**src/rtl/axi_read_arbiter_pkg.sv**
```systemverilog
// Shared types for the ICache/DCache read-channel arbiter: source index,
// AR slot state and the latched AR payload.
package axi_read_arbiter_pkg;

    localparam int AR_ID_WIDTH   = 4;
    localparam int AR_ADDR_WIDTH = 32;

    typedef enum logic {
        AR_SRC_ICACHE = 1'b0,
        AR_SRC_DCACHE = 1'b1
    } ar_src_e;

    typedef enum logic {
        SLOT_EMPTY = 1'b0,
        SLOT_FULL  = 1'b1
    } slot_state_e;

    // Downstream id carries the source tag in its MSB.
    typedef struct packed {
        logic [AR_ADDR_WIDTH-1:0] addr;
        logic [AR_ID_WIDTH:0]     id;
        logic [7:0]               len;
        logic [2:0]               size;
        logic [1:0]               burst;
    } ArSlot;

endpackage

```
**src/rtl/axi_read_arbiter_sva.sv**
```systemverilog
// Protocol checks for the read arbiter: no burst completion may arrive for a
// source that has nothing outstanding.
module axi_read_arbiter_sva (
    input logic       clk,
    input logic       rst,
    input logic [1:0] dec,
    input logic [1:0] cnt_zero
);

    a_no_underflow: assert property (@(posedge clk) disable iff (!rst)
        (dec & cnt_zero) == 2'b00);

endmodule

```
**src/rtl/rr_arbiter2.sv**
```systemverilog
// Two-way round-robin arbiter: one-hot grant when enabled, priority flips
// away from whichever source was just served.
module rr_arbiter2 (
    input  logic       clk,
    input  logic       rst,
    input  logic [1:0] eligible,
    input  logic       grant_en,
    output logic [1:0] grant
);

    logic prio_r;

    // Grant selection: the favoured source wins a tie, a lone requester always wins.
    always_comb begin
        grant = 2'b00;
        if (!grant_en) begin
            grant = 2'b00;
        end else if (eligible == 2'b11) begin
            grant = prio_r ? 2'b10 : 2'b01;
        end else begin
            grant = eligible;
        end
    end

    // Priority register: favour the source that was not just granted.
    always_ff @(posedge clk or negedge rst) begin
        if (!rst) begin
            prio_r <= 1'b0;
        end else if (grant[0]) begin
            prio_r <= 1'b1;
        end else if (grant[1]) begin
            prio_r <= 1'b0;
        end else begin
            prio_r <= prio_r;
        end
    end

endmodule

```
**src/rtl/axi_read_arbiter.sv**
```systemverilog
// Shares one downstream AXI read channel between ICache refill and DCache miss
// masters: registered AR slot, tagged R return routing, per-source burst limits.
module axi_read_arbiter
    import axi_read_arbiter_pkg::*;
#(
    parameter int ID_WIDTH        = AR_ID_WIDTH,
    parameter int ADDR_WIDTH      = AR_ADDR_WIDTH,
    parameter int DATA_WIDTH      = 64,
    parameter int MAX_OUTSTANDING = 4
) (
    input  logic                          clk,
    input  logic                          rst,
    input  logic [1:0]                    s_arvalid,
    output logic [1:0]                    s_arready,
    input  logic [1:0][ADDR_WIDTH-1:0]    s_araddr,
    input  logic [1:0][ID_WIDTH-1:0]      s_arid,
    input  logic [1:0][7:0]               s_arlen,
    input  logic [1:0][2:0]               s_arsize,
    input  logic [1:0][1:0]               s_arburst,
    output logic [1:0]                    s_rvalid,
    input  logic [1:0]                    s_rready,
    output logic [DATA_WIDTH-1:0]         s_rdata,
    output logic [ID_WIDTH-1:0]           s_rid,
    output logic [1:0]                    s_rresp,
    output logic                          s_rlast,
    output logic                          m_arvalid,
    input  logic                          m_arready,
    output logic [ADDR_WIDTH-1:0]         m_araddr,
    output logic [ID_WIDTH:0]             m_arid,
    output logic [7:0]                    m_arlen,
    output logic [2:0]                    m_arsize,
    output logic [1:0]                    m_arburst,
    input  logic                          m_rvalid,
    output logic                          m_rready,
    input  logic [DATA_WIDTH-1:0]         m_rdata,
    input  logic [ID_WIDTH:0]             m_rid,
    input  logic [1:0]                    m_rresp,
    input  logic                          m_rlast
);

    localparam int              CNT_W   = $clog2(MAX_OUTSTANDING) + 1;
    localparam logic [CNT_W-1:0] CNT_MAX = CNT_W'(MAX_OUTSTANDING);

    slot_state_e            state_r;
    slot_state_e            state_next_s;
    ArSlot                  slot_r;
    ArSlot                  slot_next_s;
    logic [1:0][CNT_W-1:0]  cnt_r;
    logic [1:0]             eligible_s;
    logic [1:0]             grant_s;
    logic [1:0]             dec_s;
    logic [1:0]             cnt_zero_s;
    logic                   accept_s;
    logic                   grant_en_s;
    logic                   gnt_idx_s;
    ar_src_e                gnt_src_s;
    ar_src_e                r_src_s;

    assign accept_s   = (state_r == SLOT_FULL) & m_arready;
    assign grant_en_s = (state_r == SLOT_EMPTY) | accept_s;
    assign cnt_zero_s = {cnt_r[1] == '0, cnt_r[0] == '0};
    // A source at its limit stays ineligible even if its last rlast lands this cycle.
    assign eligible_s = {s_arvalid[1] & (cnt_r[1] != CNT_MAX),
                         s_arvalid[0] & (cnt_r[0] != CNT_MAX)};

    rr_arbiter2 u_rr (
        .clk      (clk),
        .rst      (rst),
        .eligible (eligible_s),
        .grant_en (grant_en_s),
        .grant    (grant_s)
    );

    assign s_arready = grant_s;
    assign gnt_idx_s = grant_s[1];
    assign gnt_src_s = gnt_idx_s ? AR_SRC_DCACHE : AR_SRC_ICACHE;

    // Slot next-state and payload selection for the granted source.
    always_comb begin
        state_next_s      = state_r;
        slot_next_s       = slot_r;
        slot_next_s.addr  = s_araddr[gnt_idx_s];
        slot_next_s.id    = {gnt_src_s, s_arid[gnt_idx_s]};
        slot_next_s.len   = s_arlen[gnt_idx_s];
        slot_next_s.size  = s_arsize[gnt_idx_s];
        slot_next_s.burst = s_arburst[gnt_idx_s];
        case (state_r)
            SLOT_EMPTY: begin
                if (|grant_s) state_next_s = SLOT_FULL;
                else          state_next_s = SLOT_EMPTY;
            end
            SLOT_FULL: begin
                if (accept_s && !(|grant_s)) state_next_s = SLOT_EMPTY;
                else                         state_next_s = SLOT_FULL;
            end
            default: state_next_s = SLOT_EMPTY;
        endcase
    end

    // Slot state and payload registers; payload only moves on a grant.
    always_ff @(posedge clk or negedge rst) begin
        if (!rst) begin
            state_r <= SLOT_EMPTY;
            slot_r  <= '0;
        end else if (|grant_s) begin
            state_r <= state_next_s;
            slot_r  <= slot_next_s;
        end else begin
            state_r <= state_next_s;
            slot_r  <= slot_r;
        end
    end

    assign m_arvalid = (state_r == SLOT_FULL);
    assign m_araddr  = slot_r.addr;
    assign m_arid    = slot_r.id;
    assign m_arlen   = slot_r.len;
    assign m_arsize  = slot_r.size;
    assign m_arburst = slot_r.burst;

    assign r_src_s  = ar_src_e'(m_rid[ID_WIDTH]);
    assign s_rvalid = (r_src_s == AR_SRC_DCACHE) ? {m_rvalid, 1'b0} : {1'b0, m_rvalid};
    assign m_rready = (r_src_s == AR_SRC_DCACHE) ? s_rready[1] : s_rready[0];
    assign s_rdata  = m_rdata;
    assign s_rid    = m_rid[ID_WIDTH-1:0];
    assign s_rresp  = m_rresp;
    assign s_rlast  = m_rlast;
    assign dec_s    = s_rvalid & {2{m_rready & m_rlast}};

    // Outstanding-burst counters; a same-cycle grant and completion cancel out.
    always_ff @(posedge clk or negedge rst) begin
        if (!rst) begin
            cnt_r <= '0;
        end else begin
            for (int i = 0; i < 2; i++) begin
                if (grant_s[i] && !dec_s[i]) begin
                    cnt_r[i] <= cnt_r[i] + CNT_W'(1);
                end else if (dec_s[i] && !grant_s[i] && !cnt_zero_s[i]) begin
                    cnt_r[i] <= cnt_r[i] - CNT_W'(1);
                end else begin
                    cnt_r[i] <= cnt_r[i];
                end
            end
        end
    end

    axi_read_arbiter_sva u_sva (
        .clk      (clk),
        .rst      (rst),
        .dec      (dec_s),
        .cnt_zero (cnt_zero_s)
    );

endmodule
```
**config.mk**
```make
export PLATFORM = sky130hd
export DESIGN_NAME = axi_read_arbiter
export DESIGN_NICKNAME = d
export VERILOG_FILES = /design/src/rtl/axi_read_arbiter_pkg.sv /design/src/rtl/axi_read_arbiter_sva.sv /design/src/rtl/rr_arbiter2.sv /design/src/rtl/axi_read_arbiter.sv
export SDC_FILE = /design/constraint.sdc
export NUM_CORES = 1
export LEC_CHECK = 0
export ABC_AREA = 1
export BUFFER_PORTS_ARGS = -buffer_cell sky130_fd_sc_hd__buf_4
export CAP_MARGIN = 15
export CORE_AREA = 2 2 117 119
export CTS_CLUSTER_DIAMETER = 80
export CTS_CLUSTER_SIZE = 25
export DETAILED_ROUTE_END_ITERATION = 10
export DIE_AREA = 0 0 119 121
export PLACE_DENSITY_LB_ADDON = 0.15
export SYNTH_ARGS = -nofsm -noshare
export SYNTH_HDL_FRONTEND = slang
export SYNTH_SLANG_ARGS = --single-unit
```
**constraint.sdc**
```tcl
create_clock -name clk -period 2.2 [get_ports clk]
set_clock_uncertainty 0.15 [all_clocks]
set_input_delay 0.44 -clock clk [delete_from_list [all_inputs] [get_ports clk]]
set_output_delay 0.44 -clock clk [all_outputs]
set_load 0.01 [all_outputs]
```
==> results.json <==
{
  "ys_seq_elements": 58,
  "synth_top_family_by_area": "simple AND/OR/NAND/NOR gates",
  "first_global_vias": 3093,
  "wl_um": 9740,
  "cts_tree": "yes",
  "numPortBuffers": 164,
  "synth_top_area_cell": "dfrtp_1",
  "die_w_um": 119,
  "status": "complete, no violations",
  "setup_violations": 0,
  "clockBufferDepth": 2,
  "muxShareOfSynthArea_pct": 0,
  "syn_nets": 618,
  "slew_viol_final": 0,
  "row_count": 42,
  "seq_area_frac_synth_pct": 41.95,
  "path_max_fanout": 4,
  "multi_input_area_um2": 1215,
  "drt_iter0_markers": 134,
  "seq_area_um2": 1451,
  "wl_per_cell_um": 13.70,
  "synth-compound-area-share_pct": 4.991,
  "antenna_found_initial": 0,
  "finalCritPeriodShare_pct": 92.54,
  "rsz0062_at_grt": "no",
  "syn_to_final_growth_pct": 33.27,
  "drc": 0,
  "synth_cell_types": 17,
  "clkLatencyLatePin_ps": 330,
  "netlist_instances": 438,
  "layout-drive-gt1-share_pct": 38.32,
  "overflow": 0,
  "diodes": 0,
  "syn_area_per_cell_um2": 7.899,
  "cp_data_arrival_time_ps": 1450,
  "floorplan.initialDensity_pct": 26.44,
  "nNetsFinal": 710,
  "die_area_um2": 14400,
  "cp-end-kind": "output port",
  "hp-class": "input pin to async pin",
  "ys_async_sr_fraction_pct": 100.0,
  "maxSlewHeadroom_pct": 47.67,
  "utilization_pct": 35.24,
  "core-area_um2": 13090,
  "grt_first_pass_wirelength_um": 15530,
  "max_clock_freq_mhz": 491.2,
  "numCtsBuffers": 9,
  "cp_data_required_time_ps": 1610,
  "io-pin-count": 305,
  "synth_area_um2": 3460,
  "critPathKind": "flip-flop to output port",
  "hpwlAfterDp_um": 7103,
  "num_vias": 3135,
  "worstMarginPinSlew_ps": 784.9,
  "ys_dominant_reg_cell": "dfrtp_1",
  "r2r_setup_slack_ps": 230,
  "die_y_um": 121,
  "clkTransAtPathRegs_ps": 50,
  "synth_top_area_share_pct": 41.95,
  "ys.warnings.count": 0,
  "hold_buffers": 0,
  "yosys.cell_count.top_type": "nand2_1",
  "antenna_left": 0,
  "first_pass_iters": 6,
  "gp_congestion": 0.7824,
  "netlist_top_cells_count": "nand2_1, nand3_1, buf_4",
  "critPathLaunchType": "flip-flop",
  "synth-simple-area-share_pct": 28.90,
  "grt_util_all_layers_pct": 13.96,
  "cts_max_level": 3,
  "synth-edff-count": 0,
  "synth_area_leaders": "dfrtp_1, buf_4, nand2_1, nand3_1, o211ai_2",
  "p_leak_nw": 2.489,
  "fin_crit_ps": 2036,
  "cts-root-buf": "clkbuf_16",
  "clkSinkCount": 58,
  "hold_viol": 0,
  "ir_worst_vdd_mv": 0.6457,
  "grt_max_degree": 59,
  "fillers": 1402,
  "drv_cap": 0,
  "yosys.area_share.xor_xnor_pct": 0,
  "synthAdderAreaFrac_pct": 1.157,
  "setup_tns_ps": 0,
  "powerDensity_nw_per_um2": 1288,
  "vias_per_cell": 4.409
}
## flip-flops by register name, indices dropped and copies added, names as in the netlist
signal	cells
m_araddr	32
m_arlen	8
cnt_r	6
m_arid	5
m_arsize	3
m_arburst	2
m_arvalid	1
u_rr.prio_r	1
## metal layers
metal	up-vias	wire length, µm	track usage [%]
met3	49	813	5.686
met2	138	4775	23.85
li1	1499	-	-
met1	1449	3855	14.83
met4	0	296	7.217
met5	-	0	0
## kinds of logic after synthesis
family / Yosys count
adder cells (fa/ha/maj): 2
AND/OR/NAND/NOR: 235
buffers and inverters: 126
flip-flops: 58
AO/OA/AOI/OAI: 17
## cell usage in the layout, fill, tap and decap left out, types with 2 or more instances in the layout
cell,n
inv_1,31
clkbuf_16,9
nand2_2,3
clkinvlp_4,2
nor3_1,2
nand3_1,80
dfrtp_1,58
o211ai_2,10
buf_4,171
clkinv_2,3
inv_2,3
nor2_1,5
fa_1,2
buf_12,2
o21ai_0,2
o211ai_1,5
nand2_1,143
## final cells by class
class | instances | area share, %
Tap cell | 176 | 4.776
Sequential cell | 58 | 31.48
Inverter | 34 | 2.768
Clock inverter | 5 | 0.6513
Timing Repair Buffer | 173 | 28.71
Clock buffer | 11 | 5.265
Multi-Input combinational cell | 254 | 26.35
## worst max-delay path, stage by stage, from the launching register on
cell,delay (ps)
dfrtp_1,420
inv_1,90
nand3_1,90
nand3_1,140
inv_1,100
nand2_2,100
inv_1,50
buf_4,140
## metrics by stage
| step | power, W | setup WS (ps) | hold slack, ps | std cells | cell area (µm²) |
|---|---|---|---|---|---|
| 6_report | 0.005940 | 164.2 | 34.49 | 711 | 4611 |
| 5_1_grt | 0.006456 | 30.90 | 89.84 | 711 | 4611 |
| 4_1_cts | 0.006090 | 113.6 | 73.55 | 711 | 4608 |
| 3_5_place_dp | 0.004745 | 216.7 | 321.6 | 695 | 4335 |
| 3_3_place_gp | 0.004704 | 281.6 | 312.9 | 695 | 4335 |
| 2_1_floorplan | 0.003532 | 386.2 | -5.591 | 438 | 3460 |
## repair_timing
action | in CTS | in global routing
buffers inserted | 0 | 0
gates resized for setup | 0 | 1
endpoints found under the setup margin | 0 | 1
## where the power goes
part / switching (W) / leakage (nW) / total [W] / internal, W
logic: 0.00145 / 1.66 / 0.00271 / 0.00126
registers: 0.000340 / 0.696 / 0.00195 / 0.00161
clock network: 0.000497 / 0.131 / 0.00128 / 0.000785
## worst paths after layout
path | from | to | cells past startpoint
max | cnt_r[0]$_DFFE_PN0P_ | s_arready[0] | 7
max in group asynchronous | rst | m_araddr[1]$_DFFE_PN0P_ | 1
min reg2reg | m_arid[4]$_DFFE_PN0P_ | m_arid[4]$_DFFE_PN0P_ | 2
min | rst | m_araddr[2]$_DFFE_PN0P_ | 1
min in group clk | s_araddr[42] | m_araddr[10]$_DFFE_PN0P_ | 3
max reg2reg | cnt_r[0]$_DFFE_PN0P_ | cnt_r[2]$_DFFE_PN0P_ | 10
(Power assumes the default switching activity.)
